===== config.mk =====
export PLATFORM = sky130hd
export DESIGN_NAME = input_event_scheduler
export DESIGN_NICKNAME = d
export VERILOG_FILES = /design/src/rtl/input_event_scheduler_pkg.sv /design/src/rtl/input_event_scheduler_sync_fifo.sv /design/src/rtl/input_event_scheduler.sv
export SDC_FILE = /design/constraint.sdc
export NUM_CORES = 1
export LEC_CHECK = 0
export BUFFER_PORTS_ARGS = -buffer_cell sky130_fd_sc_hd__buf_4
export CAP_MARGIN = 40
export CORE_MARGIN = 1.5
export CORE_UTILIZATION = 53
export CTS_BUF_LIST = sky130_fd_sc_hd__clkbuf_4
export CTS_CLUSTER_DIAMETER = 60
export DETAILED_ROUTE_END_ITERATION = 8
export PLACE_DENSITY_LB_ADDON = 0.3
export SLEW_MARGIN = 20
export SYNTH_ARGS = -nofsm -noshare
export SYNTH_HDL_FRONTEND = slang
export SYNTH_SLANG_ARGS = --single-unit

===== constraint.sdc =====
create_clock -name clk -period 9.5 [get_ports clk]
set_input_delay 1.425 -clock clk [delete_from_list [all_inputs] [get_ports clk]]
set_output_delay 1.425 -clock clk [all_outputs]
set_load 0.02 [all_outputs]

===== src/rtl/input_event_scheduler_pkg.sv =====
// Shared types and default widths for the input event scheduler.
package scheduler_pkg;

    localparam int DEF_DATA_W = 64;
    localparam int DEF_TIME_W = 48;
    localparam int DEF_DEPTH  = 8;

    // "time" is a reserved word, so the release timestamp field is named timestamp.
    typedef struct packed {
        logic        [DEF_TIME_W-1:0] timestamp;
        logic signed [DEF_DATA_W-1:0] value;
    } event_t;

    function automatic int LEVEL_W(input int depth);
        return $clog2(depth) + 1;
    endfunction

endpackage


===== src/rtl/input_event_scheduler_sync_fifo.sv =====
// Synchronous FIFO with wrap-around pointers; the extra pointer MSB separates full from empty.
module sync_fifo #(
    parameter int WIDTH = 8,
    parameter int DEPTH = 8,
    localparam int AW   = $clog2(DEPTH),
    localparam int LW   = AW + 1
) (
    input  logic             clk,
    input  logic             rst,
    input  logic             push,
    input  logic             pop,
    input  logic [WIDTH-1:0] din,
    output logic [WIDTH-1:0] dout,
    output logic             full,
    output logic             empty,
    output logic [LW-1:0]    level
);

    logic [WIDTH-1:0] mem [DEPTH];
    logic [AW:0]      wr_ptr_reg;
    logic [AW:0]      rd_ptr_reg;
    logic             push_ok;
    logic             pop_ok;

    assign push_ok = push && !full;
    assign pop_ok  = pop && !empty;

    assign empty = (wr_ptr_reg == rd_ptr_reg);
    assign full  = (wr_ptr_reg[AW] != rd_ptr_reg[AW]) &&
                   (wr_ptr_reg[AW-1:0] == rd_ptr_reg[AW-1:0]);
    assign level = wr_ptr_reg - rd_ptr_reg;

    // Head is read asynchronously so the scheduler can compare it in the same cycle.
    assign dout = mem[rd_ptr_reg[AW-1:0]];

    always_ff @(posedge clk) begin
        if (push_ok) begin
            mem[wr_ptr_reg[AW-1:0]] <= din;
        end
    end

    always_ff @(posedge clk) begin
        if (rst) begin
            wr_ptr_reg <= '0;
            rd_ptr_reg <= '0;
        end else begin
            if (push_ok) begin
                wr_ptr_reg <= wr_ptr_reg + 1'b1;
            end
            if (pop_ok) begin
                rd_ptr_reg <= rd_ptr_reg + 1'b1;
            end
        end
    end

endmodule


===== src/rtl/input_event_scheduler.sv =====
// Buffers timestamped host events and releases each one as a single-cycle strobe
// to the monitor once the free-running cycle counter reaches its timestamp.
module input_event_scheduler
    import scheduler_pkg::*;
#(
    parameter int DATA_W = DEF_DATA_W,
    parameter int TIME_W = DEF_TIME_W,
    parameter int DEPTH  = DEF_DEPTH
) (
    input  logic                        clk,
    input  logic                        rst,
    input  logic                        en,
    input  logic                        ev_valid,
    output logic                        ev_ready,
    input  logic        [TIME_W-1:0]    ev_time,
    input  logic signed [DATA_W-1:0]    ev_value,
    output logic signed [DATA_W-1:0]    input_0,
    output logic                        new_input_0,
    output logic                        late_0,
    output logic [LEVEL_W(DEPTH)-1:0]   level
);

    typedef struct packed {
        logic        [TIME_W-1:0] timestamp;
        logic signed [DATA_W-1:0] value;
    } ev_t;

    ev_t                       din;
    ev_t                       head;
    logic                      full;
    logic                      empty;
    logic                      push;
    logic                      release_now;
    logic [TIME_W-1:0]         now_reg;
    logic signed [DATA_W-1:0]  input_0_reg;
    logic                      new_input_0_reg;
    logic                      late_0_reg;

    assign din      = {ev_time, ev_value};
    assign ev_ready = !full && !rst;
    assign push     = ev_valid && ev_ready;

    assign release_now = en && !empty && (head.timestamp <= now_reg);

    sync_fifo #(
        .WIDTH ($bits(ev_t)),
        .DEPTH (DEPTH)
    ) u_fifo (
        .clk   (clk),
        .rst   (rst),
        .push  (push),
        .pop   (release_now),
        .din   (din),
        .dout  (head),
        .full  (full),
        .empty (empty),
        .level (level)
    );

    // Saturating counter: long runs pin at all-ones rather than wrapping back to early timestamps.
    always_ff @(posedge clk) begin
        if (rst) begin
            now_reg <= '0;
        end else if (en && (now_reg != {TIME_W{1'b1}})) begin
            now_reg <= now_reg + 1'b1;
        end
    end

    always_ff @(posedge clk) begin
        if (rst) begin
            input_0_reg     <= '0;
            new_input_0_reg <= 1'b0;
            late_0_reg      <= 1'b0;
        end else if (release_now) begin
            input_0_reg     <= head.value;
            new_input_0_reg <= 1'b1;
            late_0_reg      <= (head.timestamp < now_reg);
        end else begin
            input_0_reg     <= '0;
            new_input_0_reg <= 1'b0;
            late_0_reg      <= 1'b0;
        end
    end

    assign input_0     = input_0_reg;
    assign new_input_0 = new_input_0_reg;
    assign late_0      = late_0_reg;

endmodule


==> metrics.txt <==
# TYPE chip_impl_metric gauge
chip_impl_info{name="outcome",value="finished with violations"} 1
chip_impl_info{name="violations_in_the_final_reports",value="design-rule violations"} 1
chip_impl_metric{name="drc",unit=""} 16
chip_impl_metric{name="timing.max_cap.violations",unit=""} 0
chip_impl_metric{name="num_io_pins",unit=""} 187
chip_impl_metric{name="overall_global_routing_resource_usage",unit="%"} 21.81
chip_impl_metric{name="clock_network_fraction_of_design_power",unit="%"} 40.4
chip_impl_metric{name="final.fill_count",unit=""} 5199
chip_impl_metric{name="fin_area",unit="um2"} 45230
chip_impl_metric{name="flip_flop_count_of_the_largest_register_all_copies_and_words_added",unit=""} 896
chip_impl_metric{name="rows",unit=""} 99
chip_impl_metric{name="drt-pass1-iter-count",unit=""} 7
chip_impl_metric{name="die_height",unit="um"} 274.7
chip_impl_metric{name="core_area",unit="um2"} 73080
chip_impl_info{name="holdCritPathClass",value="reg -> reg"} 1
chip_impl_metric{name="sequential_cell_area",unit="um2"} 29420
chip_impl_metric{name="yosys.cell_types.count",unit=""} 59
chip_impl_metric{name="cts_sinks",unit=""} 1021
chip_impl_metric{name="numCtsBuffers",unit=""} 275
chip_impl_info{name="synth_top_cell_by_area",value="sky130_fd_sc_hd__edfxtp_1"} 1
chip_impl_metric{name="number_of_drc_markers_in_iteration_0",unit=""} 1374
chip_impl_metric{name="path_max_fanout",unit=""} 86
chip_impl_metric{name="synth.net_count",unit=""} 2119
chip_impl_info{name="crit_type",value="reg -> reg"} 1
chip_impl_metric{name="finish.utilization",unit="%"} 61.89
chip_impl_metric{name="crit_path_largest_cell_delay",unit="ps"} 800
chip_impl_metric{name="numPlacedInstances",unit=""} 3036
chip_impl_metric{name="synth_edf_count",unit=""} 896
chip_impl_info{name="timing.critical_path.from_type",value="flip-flop"} 1
chip_impl_metric{name="port_buffers",unit=""} 186
chip_impl_metric{name="fin_skew",unit="ps"} 66.84
chip_impl_metric{name="layout_area_overhead",unit="%"} 15.57
chip_impl_metric{name="grt_first_pass_wirelength",unit="um"} 122100
chip_impl_metric{name="hold_viol",unit=""} 0
chip_impl_info{name="yosysMostFrequentCell",value="sky130_fd_sc_hd__edfxtp_1"} 1
chip_impl_info{name="critical_path.slowest_cell",value="sky130_fd_sc_hd__dfxtp_4"} 1
chip_impl_metric{name="clkSlewWorstSetupHoldPaths",unit="ps"} 60
chip_impl_metric{name="total_number_of_nets_in_the_final_design",unit=""} 2526
chip_impl_metric{name="pwr-share-comb",unit="%"} 4.6
chip_impl_metric{name="grt_max_degree",unit=""} 119
chip_impl_metric{name="clockBufferDepth",unit=""} 4
chip_impl_metric{name="swShare",unit="%"} 20.98
chip_impl_metric{name="synthesis.area_per_instance",unit="um2"} 20.09
chip_impl_info{name="cts-root-buf",value="sky130_fd_sc_hd__clkbuf_4"} 1
chip_impl_metric{name="gp_routability_congestion",unit=""} 0.8294
chip_impl_metric{name="ir_drop",unit="uV"} 125.2
chip_impl_info{name="cp_top_family",value="simple AND/OR/NAND/NOR gates"} 1
chip_impl_info{name="ys_top_cells_by_area",value="sky130_fd_sc_hd__edfxtp_1 (69%), sky130_fd_sc_hd__mux4_2 (13%), sky130_fd_sc_hd__dfxtp_1 (6.4%)"} 1
chip_impl_metric{name="critical_path_required",unit="ps"} 10430
chip_impl_metric{name="route.vias.total",unit=""} 19819
chip_impl_metric{name="cell_internal_pwr",unit="mW"} 7.111
chip_impl_metric{name="final.period_utilization",unit="%"} 58.68
chip_impl_metric{name="post_synth_instance_area",unit="um2"} 39140
chip_impl_metric{name="post_cts.repair.setup_buffers",unit=""} 0
chip_impl_metric{name="post-route-min-period",unit="ps"} 5575
chip_impl_metric{name="synth_seq_area_share",unit="%"} 75.14
chip_impl_metric{name="avgViaCountPerCell",unit=""} 5.659
chip_impl_info{name="synth_common_cells",value="sky130_fd_sc_hd__edfxtp_1 (896), sky130_fd_sc_hd__mux4_2 (224), sky130_fd_sc_hd__dfxtp_1 (125), sky130_fd_sc_hd__nor2_1 (125), sky130_fd_sc_hd__mux2i_1 (65)"} 1
chip_impl_metric{name="drive_gt1_share",unit="%"} 36.70
chip_impl_metric{name="clk_latency",unit="ps"} 1070
chip_impl_metric{name="highest_achievable_clock_rate",unit="MHz"} 179.4
chip_impl_metric{name="p_sw",unit="mW"} 1.889
chip_impl_metric{name="share_seq_of_total_power",unit="%"} 55.0
chip_impl_metric{name="yosys_warnings",unit=""} 0
chip_impl_metric{name="static_leakage",unit="nW"} 14.68
chip_impl_metric{name="grt_pass1_vias",unit=""} 21232
chip_impl_metric{name="placement.cell_area",unit="um2"} 41900
chip_impl_metric{name="synth-seq-cells",unit=""} 1021
chip_impl_metric{name="setup_viol",unit=""} 0
chip_impl_metric{name="initial_antenna_violation_count",unit=""} 9
chip_impl_info{name="cts_tree",value="built"} 1
chip_impl_metric{name="timing_worst_slew_pin_value",unit="ps"} 907.3
chip_impl_metric{name="post_cts_resize_count",unit=""} 0
chip_impl_metric{name="post_synth_inst_count",unit=""} 1948
chip_impl_metric{name="wl",unit="um"} 80100
chip_impl_info{name="ys_dominant_reg_cell",value="sky130_fd_sc_hd__edfxtp_1"} 1
chip_impl_metric{name="h-tree-depth",unit=""} 5
chip_impl_info{name="critical_path.most_common_cell",value="sky130_fd_sc_hd__buf_12"} 1
chip_impl_metric{name="drt-wirelength-per-cell",unit="um"} 22.87
chip_impl_metric{name="timing.critical_path.buf_inv",unit=""} 3
chip_impl_metric{name="synth.top_cell.area_share",unit="%"} 68.75
chip_impl_metric{name="layout.cells.non_filler",unit=""} 3502
chip_impl_metric{name="design.die.area",unit="um2"} 75480
chip_impl_metric{name="global_route.overflow_total",unit=""} 0
chip_impl_info{name="rsz0062_at_grt",value="no"} 1
chip_impl_metric{name="tns",unit="ps"} 0
chip_impl_metric{name="crit_arrival",unit="ps"} 6510
chip_impl_metric{name="starting_density_of_the_core",unit="%"} 53.55
chip_impl_metric{name="slew_viol_final",unit=""} 0
chip_impl_metric{name="postSynth.asyncResetShare",unit="%"} 0
chip_impl_metric{name="fp.dieW",unit="um"} 274.7
chip_impl_metric{name="postRouteAntennaNets",unit=""} 0
chip_impl_metric{name="powerDensity",unit="nW/um2"} 199.0
chip_impl_metric{name="multi_input_comb_area",unit="um2"} 9254
chip_impl_metric{name="max_slew_margin",unit="%"} 39.51
chip_impl_metric{name="hold_buffers",unit=""} 0
chip_impl_metric{name="dp_hpwl",unit="um"} 42620
chip_impl_info{name="crit_chain",value="buf_12 -> mux4_2 -> mux2_2 -> ha_1 -> nand3_1 -> nor4_1 -> nand4_1 -> or3_1 -> o31ai_1 -> nand3_4 -> buf_12 -> buf_4 -> nor2_1"} 1
chip_impl_info{name="setup.worst_path.end_class",value="flip-flop"} 1
## final cells by class
class / count / area share (%)
clock buffers: 403 / 6.689
diodes: 6 / 0.03319
flip-flops and latches: 1021 / 65.04
well taps: 959 / 2.653
multi-input cells: 786 / 20.46
repair buffers: 214 / 4.055
inverters: 57 / 0.4730
clock inverters: 56 / 0.5975
## path summary, 6_finish.rpt
| check | startpoint | slack (ps) | endpoint | depth (start not counted) |
|---|---|---|---|---|
| worst max-delay path | flip-flop | 3930 | input_0[34] | 13 |
| worst min-delay path | u_fifo.wr_ptr_reg[0] | 500 | u_fifo.wr_ptr_reg[0] | 2 |
| worst min register to register | u_fifo.wr_ptr_reg[0] | 500 | u_fifo.wr_ptr_reg[0] | 2 |
| worst max register to register | flip-flop | 3930 | input_0[34] | 13 |
## cells in the final DEF, fill, tap and decap left out, drive strengths merged, types with 49 or more instances in the layout
master	Yosys	layout
dfxtp	125	125
clkinv	0	49
inv	57	62
mux2i	65	65
mux4	224	224
buf	33	214
edfxtp	896	896
nor2	125	125
clkbuf	51	403
ha	54	54
## metrics by stage
stage,setup WS [ps],power [mW],hold WS (ps)
floorplan,1876,5.300,466.4
global placement,3403,5.449,481.8
detailed placement,3574,5.467,491.2
CTS,3456,9.115,457.3
global route,3515,9.394,483.4
finish,3925,9.000,502.2
## power groups by stage
stage,Combinational [mW],Clock (mW),Sequential (mW)
after floorplan,0.247,0,5.05
after global placement,0.402,0,5.05
after detailed placement,0.417,0,5.05
after CTS,0.419,3.74,4.95
after global routing,0.453,3.99,4.95
final,0.413,3.63,4.95
## per-layer routing
| layer | share of wire, % | vias to the layer above | track usage (%) |
|---|---|---|---|
| met1 | 41 | 10207 | 28.92 |
| li1 | - | 8841 | - |
| met4 | 1.4 | 14 | 6.377 |
| met2 | 49 | 653 | 34.81 |
| met5 | 0.12 | - | 0 |
| met3 | 7.7 | 104 | 7.087 |
## worst min-delay path, cell delays in order, from the launching register on
cell and delay (ps):
sky130_fd_sc_hd__dfxtp_1 340, sky130_fd_sc_hd__nand2_1 60, sky130_fd_sc_hd__a21oi_1 60
## cell families after synthesis
| logic type | share of synthesized area (%) |
|---|---|
| DFF | 75.14 |
| muxes | 15.90 |
| and+or+nand+nor | 3.552 |
| buffers and inverters | 1.419 |
| AOI/OAI and AO/OA | 1.177 |
| adders and majority gates | 1.778 |
| xor gates and xnor gates | 1.029 |
Note: power is estimated with default switching activity, not from simulation.
